**src/rtl/pc_seq.sv**
```systemverilog
// Program counter sequencer with trap/redirect/return selection and a circular return-address stack.
// Latency: PC and flags update one cycle after the selecting inputs; PCPlus4 is combinational from PC.
// Backpressure: PCWrite=0 freezes PC and RAS state; no other stall or credit path exists.
module pc_seq #(
    parameter int               XLEN         = 32,
    parameter logic [XLEN-1:0]  RESET_VECTOR = '0,
    parameter int               RAS_DEPTH    = 4
) (
    input  logic            clk,
    input  logic            rst,
    input  logic            PCWrite,
    input  logic            trap_i,
    input  logic [XLEN-1:0] trap_vector,
    input  logic            redirect_i,
    input  logic [XLEN-1:0] redirect_target,
    input  logic            call_i,
    input  logic            ret_i,
    output logic [XLEN-1:0] PC,
    output logic [XLEN-1:0] PCPlus4,
    output logic            ras_empty,
    output logic            ras_full,
    output logic            misaligned_o,
    output logic            ras_ovf_o,
    output logic            ras_unf_o
);

    localparam int PW = $clog2(RAS_DEPTH);
    localparam int CW = $clog2(RAS_DEPTH + 1);

    logic [XLEN-1:0] pc_q;
    logic [XLEN-1:0] ras_mem [RAS_DEPTH];
    logic [PW-1:0]   ptr_q;
    logic [CW-1:0]   cnt_q;
    logic            mis_q;
    logic            ovf_q;
    logic            unf_q;

    logic [PW-1:0]   top_idx;
    logic [XLEN-1:0] top_val;
    logic [XLEN-1:0] pc_plus4;
    logic [XLEN-1:0] src;
    logic [XLEN-1:0] pc_nxt;
    logic            empty;
    logic            full;
    logic            do_ret;
    logic            pop;
    logic            push;
    logic            replace;
    logic            load;
    logic            mis_nxt;
    logic            ovf_set;
    logic            unf_set;

    // ptr_q always points at the next free slot; the top of stack sits just below it.
    always_comb begin
        top_idx  = ptr_q - PW'(1);
        top_val  = ras_mem[top_idx];
        pc_plus4 = pc_q + XLEN'(4);
        empty    = (cnt_q == CW'(0));
        full     = (cnt_q == CW'(RAS_DEPTH));
    end

    always_comb begin
        do_ret  = !trap_i && !redirect_i && ret_i;
        pop     = do_ret && !empty;
        // A call paired with a popping return swaps the top entry instead of growing the stack.
        replace = !trap_i && call_i && pop;
        push    = !trap_i && call_i && !pop;
        load    = trap_i || redirect_i || pop;

        src = pc_plus4;
        if (trap_i)
            src = trap_vector;
        else if (redirect_i)
            src = redirect_target;
        else if (pop)
            src = top_val;

        pc_nxt  = {src[XLEN-1:2], 2'b00};
        mis_nxt = load && (src[1:0] != 2'b00);
        ovf_set = push && full;
        unf_set = do_ret && empty;
    end

    always_ff @(posedge clk or negedge rst) begin
        if (!rst) begin
            pc_q  <= RESET_VECTOR;
            ptr_q <= '0;
            cnt_q <= '0;
            mis_q <= 1'b0;
            ovf_q <= 1'b0;
            unf_q <= 1'b0;
        end else begin
            mis_q <= PCWrite && mis_nxt;
            if (PCWrite) begin
                pc_q <= pc_nxt;
                if (trap_i) begin
                    ptr_q <= '0;
                    cnt_q <= '0;
                end else if (push) begin
                    ptr_q <= ptr_q + PW'(1);
                    if (!full)
                        cnt_q <= cnt_q + CW'(1);
                end else if (pop && !replace) begin
                    ptr_q <= top_idx;
                    cnt_q <= cnt_q - CW'(1);
                end
                if (ovf_set)
                    ovf_q <= 1'b1;
                if (unf_set)
                    unf_q <= 1'b1;
            end
        end
    end

    // Stack storage carries no reset; stale entries are unreachable once the count is cleared.
    always_ff @(posedge clk) begin
        if (rst && PCWrite) begin
            if (replace)
                ras_mem[top_idx] <= pc_plus4;
            else if (push)
                ras_mem[ptr_q] <= pc_plus4;
        end
    end

    assign PC           = pc_q;
    assign PCPlus4      = pc_plus4;
    assign ras_empty    = empty;
    assign ras_full     = full;
    assign misaligned_o = mis_q;
    assign ras_ovf_o    = ovf_q;
    assign ras_unf_o    = unf_q;

endmodule

```
**config.mk**
```make
export PLATFORM = sky130hd
export DESIGN_NAME = pc_seq
export DESIGN_NICKNAME = d
export VERILOG_FILES = /design/src/rtl/pc_seq.sv
export SDC_FILE = /design/constraint.sdc
export NUM_CORES = 1
export LEC_CHECK = 0
export BUFFER_PORTS_ARGS = -buffer_cell sky130_fd_sc_hd__buf_2
export CORE_MARGIN = 3
export CORE_UTILIZATION = 40
export CTS_BUF_LIST = sky130_fd_sc_hd__clkbuf_4
export DETAILED_ROUTE_END_ITERATION = 16
export GPL_ROUTABILITY_DRIVEN = 0
export HOLD_SLACK_MARGIN = 0.15
export SETUP_SLACK_MARGIN = 0.4
export SLEW_MARGIN = 10
export SYNTH_ARGS = -nofsm -noshare
export SYNTH_HDL_FRONTEND = slang
export SYNTH_SLANG_ARGS = --single-unit
```
**constraint.sdc**
```tcl
create_clock -name clk -period 4.4 [get_ports clk]
set_clock_uncertainty 0.05 [all_clocks]
set_input_delay 0.22 -clock clk [delete_from_list [all_inputs] [get_ports clk]]
set_output_delay 0.22 -clock clk [all_outputs]
set_load 0.02 [all_outputs]
```
[Word level (Yosys, flattened, before mapping)]
Memory sizes are Yosys's and may differ from the RTL's.
Cells that the tools add are included.
Word-level totals
  latch bits: 0
  memory bits (writable): 128
  memories: 1
  bits of input ports: 71
  flip-flop bits (word level): 38
  output and inout bits: 69
  ROM bits: 0
Memory list
  ras_mem: depth 4, bits a word 32, read ports 1, clocked after Yosys merged registers in 0, write ports 1, RTL line 31  | logic [XLEN-1:0] ras_mem [RAS_DEPTH];
Cells by class
  order comparisons: 0
  multiply operators: 0
  shift-type cells: 0
  div/mod/pow operators: 0
  reduce and logical (&&, ||, !) cells: 27
  eq/ne operators: 2
  muxes and demuxes: 20
  $add $sub $neg: 5
  bitwise gates (word level): 0
Operators by type and width (number)
  two-way mux 32 bit: 4
  adder 32 x 3 -> 32 bit, second input constant: 1
  OR reduction 32 bit: 1
  logical AND 1 bit: 12
  two-way mux 3 bit: 4
  two-way mux 1 bit: 8
  two-way mux 2 bit: 4
  AND reduction 2 bit: 3
  zero test 1 bit: 5
  adder 3 x 1 -> 3 bit, second input constant: 1
  == test 3 bit, second input constant: 1
  zero test 3 bit: 1
  != test 3 bit, second input constant: 1
  AND reduction 3 bit: 1
  nonzero test 3 bit: 1
  subtractor 3 x 1 -> 3 bit, second input constant: 1
  adder 2 x 1 -> 2 bit, second input constant: 1
  logical OR 1 bit: 2
  nonzero test 2 bit: 1
  subtractor 2 x 1 -> 2 bit, second input constant: 1

[Logic depth before layout (Yosys ltp)]
Gate-level depths: netlist of run 1.
  depth after elaboration: 12
  mapped depth: 11
  depth with buffers taken out: 10

[Least setup slack after synthesis of run 1]
Ideal clock, no wire load.
  path kind: reg-to-reg
  start point: reg ptr_q[0]
  end point: mem ras_mem[1][10], enable pin
  data required time: 3.923 ns
  buffers on the path: 3
  arrival time: 3.102 ns
  path slack: 0.821 ns
  stages on the path, launching flop included: 7
  period minus slack after synthesis: 3.579 ns
  cells stage by stage: dfrtp_1 -> buf_2 -> buf_2 -> buf_2 -> inv_1 -> or3_1 -> a21oi_1
Between the ends
  longest elaborated chain between the ends: 2
RTL lines
  start: declaration: RTL line 32  | logic [PW-1:0] ptr_q;
  start signal: assignment: RTL line 101  | ptr_q <= ptr_q + PW'(1);
  start signal: assignment: RTL line 105  | ptr_q <= top_idx;
  subtractor 2 x 1 -> 2 bit: RTL line 56  | top_idx = ptr_q - PW'(1);
  two-way mux 2 bit (no source line) *
  end: declaration: RTL line 31
Mark *: on every way between the ends. The rest lies on a longest branch, timed or not.

[Final worst setup path of run 1]
  start point: reg ptr_q[1]
  end point: reg pc_q[27], in the netlist PC[27]
Between the ends
  longest elaborated chain between the ends: 5
RTL lines
  subtractor 2 x 1 -> 2 bit: RTL line 56
  memory read (4 x 32 bit)
  two-way mux 32 bit: RTL line 76  | else if (pop)
  two-way mux 32 bit: RTL line 74  | else if (redirect_i)
  two-way mux 32 bit: RTL line 72  | if (trap_i)
  end signal: assignment: RTL line 96  | pc_q <= pc_nxt;
  end: declaration: RTL line 30  | logic [XLEN-1:0] pc_q;
No other way between the ends.
A chain may end at the register's enable or synchronous reset.

==> results of run 1 <==
## worst max-delay path, cell delays in order (launching register included)
cell and delay (ns):
dfrtp_1 1.16, buf_4 0.43, mux4_2 0.34, a221oi_1 0.28, o2bb2ai_1 0.08, dlygate4sd3_1 0.56
a21o_1 0.15, dlygate4sd3_1 0.55
## layout by cell type, fill, tap and decap left out, types with 4 or more instances in the layout
cell type and instances:
buf_2 135, edfxtp_1 120, dlygate4sd3_1 73, dfrtp_1 37
nand2_1 31, mux4_2 30, nor2_1 27, o21ai_0 25
xnor2_1 24, and3_1 21, nand3_1 20, clkbuf_4 19
inv_1 16, buf_4 16, a21oi_1 15, a221oi_1 14
nand2b_1 11, o22ai_1 10, nand4_1 9, a31oi_1 8
nor3_1 7, xor2_1 7, a211oi_1 7, o31ai_1 7
o31a_1 6, clkinv_2 6, nor2b_1 5, a31o_2 5
nor4_1 4, mux2i_1 4, o2bb2ai_1 4, conb_1 4
clkinvlp_4 4
## final timing paths
kind	end	slack [ns]	depth (start not counted)
worst max-delay path	PC[27]	0.69	7
worst min-delay path	PC[16]	0.22	4
worst max register to register	PC[27]	0.69	7
worst min register to register	ras_unf_o	0.47	1
max in group asynchronous	ptr_q[0]	3.53	3
min in group asynchronous	PC[18]	0.33	3
## layout make-up
class / instances / area [µm²] / share of cell area
tap: 229 / 287 / 0.0300
antenna: 1 / 2.50 / 0.000262
clock buffer: 19 / 143 / 0.0149
sequential: 158 / 4560 / 0.477
multi-input combinational: 356 / 2820 / 0.296
timing repair buffer: 225 / 1550 / 0.162
clock inverter: 13 / 124 / 0.0130
inverter: 17 / 68.8 / 0.00721
## logic make-up after synthesis
logic type	synth area share
adder cells (fa/ha/maj)	0.00329
multiplexers	0.0970
other	0.000493
AND/OR/NAND/NOR	0.110
flip-flops	0.599
XOR/XNOR	0.0357
buffers and inverters	0.0354
AO/OA/AOI/OAI	0.119
## power by group
group | switching (mW) | leakage (nW) | total, mW | internal [mW]
clock network | 0.509 | 0.141 | 0.850 | 0.340
registers | 0.177 | 1.53 | 1.92 | 1.74
logic | 0.596 | 1.93 | 1.07 | 0.477
## sequential cells by signal, indices dropped and copies added (netlist names)
name,cells
ptr_q,2
misaligned_o,1
ras_mem,120
ras_unf_o,1
ras_ovf_o,1
PC,30
cnt_q,3
## stage by stage
stage               hold slack, ns  cell area [µm²]  worst slack, ns
detailed placement           0.392             8550             1.46
global placement             0.394             8550             1.48
global route                 0.206             9550            0.481
floorplan                   -0.126             7620            0.821
finish                       0.219             9550            0.690
CTS                          0.171             9550            0.655
## per-layer routing
metal  wire, µm  part of all wire  track usage
met1       9740              0.42        0.315
met2      11300              0.49        0.379
met3       1910             0.082       0.0466
met4        316             0.014       0.0654
met5          0                 0            0
## what timing repair did
item | CTS | global route
hold endpoints to repair | 71 | 0
setup buffers | 0 | 0
hold buffers | 73 | 0
==> flow_metrics.env, run 1 <==
export IMPL_clk_latency_ns=0.56
export IMPL_port_buffers=135
export IMPL_fin_cells=1018
export IMPL_max_freq_mhz=270
export IMPL_ys_warn_count=0
export IMPL_drive_gt1_frac=0.298
export IMPL_synth_edf_count=120
export IMPL_startpoint_type="register"
export IMPL_ir_worst_vdd_mv=0.162
export IMPL_cap_violations=0
export IMPL_wl_per_cell_um=22.9
export IMPL_yosys_top_cells_count="edfxtp_1, dfrtp_1, nand2_1"
export IMPL_track_usage=0.231
export IMPL_hp_class="input pin to register"
export IMPL_ios=140
export IMPL_die_area_um2=20700
export IMPL_synth_area_top_cells="edfxtp_1, dfrtp_1, mux4_2"
export IMPL_fin_util=0.521
export IMPL_cts_buffers=17
export IMPL_post_synth_top_count_cell="edfxtp_1"
export IMPL_cts_tree="done"
export IMPL_clk_path_buf_depth=2
export IMPL_ys_types=65
export IMPL_grt_overflow=0
export IMPL_synthFlopType="edfxtp_1"
export IMPL_die_h_um=144
export IMPL_synth_seq_area_share=0.599
export IMPL_period_needed_ns=3.71
export IMPL_synth_top_area_frac=0.474
export IMPL_vias=6002
export IMPL_core_um2=18300
export IMPL_cp_max_fo=25
export IMPL_detailed_place_hpwl_um=15200
export IMPL_setup_tns_ns=0
export IMPL_final_antenna_net_count=0
export IMPL_path_class="register to register"
export IMPL_syn_to_final_growth_pct=25.5
export IMPL_synth_async_reset_ratio=0.241
export IMPL_drtIter0Drc=466
export IMPL_die_w_um=144
export IMPL_p_per_area_nw_per_um2=402
export IMPL_clk_pin_slew_ns=0.13
export IMPL_grt_setup_unrepaired="false"
export IMPL_drc=0
export IMPL_synthesis_area_um2=7610
export IMPL_startpoint="ptr_q[1]"
export IMPL_fp_row_count=49
export IMPL_grt_pass1_vias=6047
export IMPL_nets=848
export IMPL_cts_resized=0
export IMPL_fill_cells=1573
export IMPL_synthCells=568
export IMPL_ys_ff_latch=158
export IMPL_crit_arrival_ns=4.12
export IMPL_ctsHtreeMaxLevel=4
export IMPL_hold_viol_final=0
export IMPL_tightestPinTransition_ns=1.20
export IMPL_timing_final_crit_share=0.843
export IMPL_synth_top_area_cell="edfxtp_1"
export IMPL_r2r_start="ptr_q[1]"
export IMPL_finalPower_mw=3.84
export IMPL_setup_viol_count_final=0
export IMPL_antenna_found_initial=1
export IMPL_hp_start="trap_vector[16]"
export IMPL_drt_total_wl_um=23300
export IMPL_syn_area_per_cell_um2=13.4
export IMPL_required_ns=4.81
export IMPL_grt_pass1_wl_um=35800
export IMPL_grt_max_degree=41
export IMPL_status="complete, no violations"
export IMPL_cts_root_buf="clkbuf_4"
export IMPL_end_kind="register"
export IMPL_drt_vias_per_instance=5.90
export IMPL_dp_cells=912
export IMPL_drv_slew=0
export IMPL_initial_utilization=0.415
export IMPL_firstDrtPassIters=6
export IMPL_power_leakage_nw=3.61
export IMPL_clkSinkCount=158
export IMPL_slew_headroom=0.203
Note: power is estimated with default switching activity, not from simulation.
==> inputs of run 2 (changes only) <==
--- a/config.mk
+++ b/config.mk
@@ -5,6 +5,7 @@
 export SDC_FILE = /design/constraint.sdc
 export NUM_CORES = 1
 export LEC_CHECK = 0
+export ABC_AREA = 1
 export BUFFER_PORTS_ARGS = -buffer_cell sky130_fd_sc_hd__buf_2
 export CORE_MARGIN = 3
 export CORE_UTILIZATION = 40
==> constraint.sdc (replaced) <==
create_clock -name clk -period 3.5 [get_ports clk]
set_clock_uncertainty 0.05 [all_clocks]
set_input_delay 0.175 -clock clk [delete_from_list [all_inputs] [get_ports clk]]
set_output_delay 0.175 -clock clk [all_outputs]
set_load 0.02 [all_outputs]
==> run 2 against run 1 <==
Effect of this change: first-iteration DRC count increased by 38%; clock power increased by 79%; design area increased by 5.4%; cell count increased by 41%; critical path type is now input pin to register; area after synthesis increased by 4.7%; highest routed layer unchanged; die area increased by 4.5%; register-to-register slack improved by 0.14 ns; sequential power increased by 18%.
==> flow_metrics.env, run 2 <==
export IMPL_drt_vias_per_instance=4.96
export IMPL_post_synth_top_count_cell="nand2_1"
export IMPL_fill_cells=1851
export IMPL_setup_viol_count_final=0
export IMPL_r2r_cells=12
export IMPL_dpl_instance_area_um2=8890
export IMPL_whs_path_depth=9
export IMPL_switching_share=0.320
export IMPL_detailed_place_hpwl_um=15800
export IMPL_period_needed_ns=2.85
export IMPL_synth_top_area_frac=0.452
export IMPL_fin_util=0.526
export IMPL_ys_ff_latch=158
export IMPL_clockPowerShare=0.302
export IMPL_end_kind="register"
export IMPL_critPathMostFrequentCell="dlygate4sd3_1"
export IMPL_hp_class="input pin to register"
export IMPL_cpMaxStageDelayCell="dlygate4sd3_1"
export IMPL_combPwrFrac=0.246
export IMPL_synthCells=954
export IMPL_cp_cell_sequence="dlygate4sd3_1, buf_2, nor2_4, nand2_1, dlygate4sd3_1, inv_2, nand2_2, buf_6, a21oi_1, nand2_1, o211ai_1, a21oi_1, dlygate4sd3_1"
export IMPL_seqPwrFrac=0.452
export IMPL_hp_start="redirect_i"
export IMPL_regMostFlops="ras_mem"
export IMPL_grt_overflow=0
export IMPL_required_ns=3.96
export IMPL_ff_latch_area_um2=4550
export IMPL_crit_arrival_ns=3.31
export IMPL_clk_pin_slew_ns=0.13
export IMPL_drc=0
export IMPL_port_buffers=135
export IMPL_die_h_um=147
export IMPL_hold_path_endpoint="ptr_q[0]"
export IMPL_grt_pass1_vias=6878
export IMPL_postCtsSetupRepairBufs=0
export IMPL_ios=140
export IMPL_status="complete, no violations"
export IMPL_max_freq_mhz=351
export IMPL_nets=1232
export IMPL_core_um2=19100
export IMPL_p_switching_mw=1.61
export IMPL_largest_reg_flops=120
export IMPL_setup_slack_ns=0.650
export IMPL_slew_headroom=0.387
export IMPL_grt_pass1_wl_um=38300
export IMPL_antenna_found_initial=1
export IMPL_finalPower_mw=5.03
export IMPL_layout_cells_most_common="nand2_1"
export IMPL_cts_buffers=17
export IMPL_most_common_layout_cells="nand2_1, buf_2, nor2_1"
export IMPL_cp_slowest_stage_delay_ns=0.57
export IMPL_synthFlopType="edfxtp_1"
export IMPL_cts_tree="done"
export IMPL_timing_final_crit_share=0.814
export IMPL_drive_gt1_frac=0.176
export IMPL_ir_worst_vdd_mv=0.307
export IMPL_die_w_um=147
export IMPL_ys_warn_count=0
export IMPL_p_per_area_nw_per_um2=500
export IMPL_drv_slew=0
export IMPL_synth_top_area_cell="edfxtp_1"
export IMPL_ys_types=35
export IMPL_synth_area_top_cells="edfxtp_1, nand2_1, dfrtp_1"
export IMPL_dp_cells=1325
export IMPL_dp_slack_ns=1.19
export IMPL_yosys_top_cells_count="nand2_1, nor2_1, edfxtp_1"
export IMPL_synth_async_reset_ratio=0.241
export IMPL_whs_ns=0.333
export IMPL_grt_max_degree=55
export IMPL_syn_area_per_cell_um2=8.35
export IMPL_cap_violations=0
export IMPL_path_class="input pin to register"
export IMPL_synthesis_area_um2=7970
export IMPL_p_int_mw=3.42
export IMPL_final_antenna_net_count=0
export IMPL_drtIter0Drc=641
export IMPL_reg2reg_to="PC[28]"
export IMPL_hold_viol_final=0
export IMPL_firstDrtPassIters=7
export IMPL_wl_per_cell_um=16.8
export IMPL_grt_setup_unrepaired="false"
export IMPL_vias=7106
export IMPL_ctsHtreeMaxLevel=4
export IMPL_cp_max_fo=42
export IMPL_power_leakage_nw=4.42
export IMPL_die_area_um2=21700
export IMPL_clk_path_buf_depth=2
export IMPL_fp_row_count=50
export IMPL_clk_latency_ns=0.59
export IMPL_post_route_cell_area_um2=10100
export IMPL_synth_edf_count=120
export IMPL_setup_tns_ns=0
export IMPL_reg2reg_slack_ns=0.83
export IMPL_startpoint_type="input pin"
export IMPL_r2r_start="ptr_q[0]"
export IMPL_clkSinkCount=158
export IMPL_track_usage=0.227
export IMPL_tightestPinTransition_ns=0.918
export IMPL_fin_cells=1433
export IMPL_multi_input_area_um2=3020
export IMPL_drt_total_wl_um=24100
export IMPL_synth_seq_area_share=0.572
export IMPL_syn_to_final_growth_pct=26.3
export IMPL_cts_root_buf="clkbuf_4"
export IMPL_initial_utilization=0.416
-- run 2: changes by cell type after synthesis, moves of 9 or more --
| cell | previous run | this run |
|---|---|---|
| a21oi_1 | 17 | 47 |
| o22ai_1 | 10 | 1 |
| mux4_2 | 30 | 0 |
| o21ai_0 | 25 | 13 |
| clkbuf_1 | 24 | 15 |
| nor2_1 | 28 | 137 |
| inv_1 | 16 | 49 |
| and3_1 | 21 | 0 |
| nand2_1 | 31 | 397 |
| nand3_1 | 20 | 38 |
| xnor2_1 | 24 | 2 |
| nand2b_1 | 11 | 1 |
| a221oi_1 | 14 | 2 |
-- run 2: kinds of logic after synthesis --
family,Yosys count,share of synthesized area
AO/OA/AOI/OAI,79,0.0534
XOR/XNOR,10,0.0110
adder cells (fa/ha/maj),2,0.00314
buffers and inverters,95,0.0523
flip-flops,158,0.572
other,1,0.000471
AND/OR/NAND/NOR,609,0.308
-- run 2: area by class of cell --
class | instances | area share
sequential | 158 | 0.453
multi-input combinational | 704 | 0.300
timing repair buffer | 225 | 0.153
tap | 260 | 0.0323
clock inverter | 15 | 0.0290
inverter | 53 | 0.0198
clock buffer | 17 | 0.0127
antenna | 1 | 0.000249
-- run 2: routing by layer --
metal,up-vias,part of all wire,GRT usage
met4,0,0.014,0.0592
li1,3498,-,-
met1,3308,0.46,0.324
met3,21,0.078,0.0475
met5,-,0,0
met2,279,0.45,0.356
-- run 2: critical path: cells and delay by family --
| family | cells | cell delay [ns] |
|---|---|---|
| buffers and inverters | 6 | 2.38 |
| AOI/OAI and AO/OA | 3 | 0.35 |
| and+or+nand+nor | 4 | 0.35 |
-- run 2: power by group through the flow --
stage               clock, mW  sequential [mW]  combinational (mW)
CTS                      1.54             2.27                1.24
detailed placement          0             2.31                1.16
finish                   1.52             2.27                1.24
global route             1.62             2.29                1.38
floorplan                   0             2.34               0.705
global placement            0             2.31                1.15
-- run 2: timing repair --
action                                  in CTS  in global routing
hold endpoints to repair                    80                  0
gates resized for setup                      0                  1
endpoints found under the setup margin       0                  1
hold buffers                                75                  0
-- run 2: how the worst max path moves through the flow --
| stage | from | endpoint | slack, ns | cells after the start |
|---|---|---|---|---|
| after CTS | trap_i | PC[6] | 0.63 | 14 |
| after detailed placement | trap_i | ras_mem[0][26] | 1.19 | 9 |
| final | trap_i | PC[4] | 0.65 | 13 |
| after global placement | trap_i | cnt_q[2] | 1.26 | 18 |
| after global routing | trap_i | PC[4] | 0.52 | 13 |
| after floorplan | cnt_q[0] | ras_mem[1][10] | 0.66 | 7 |
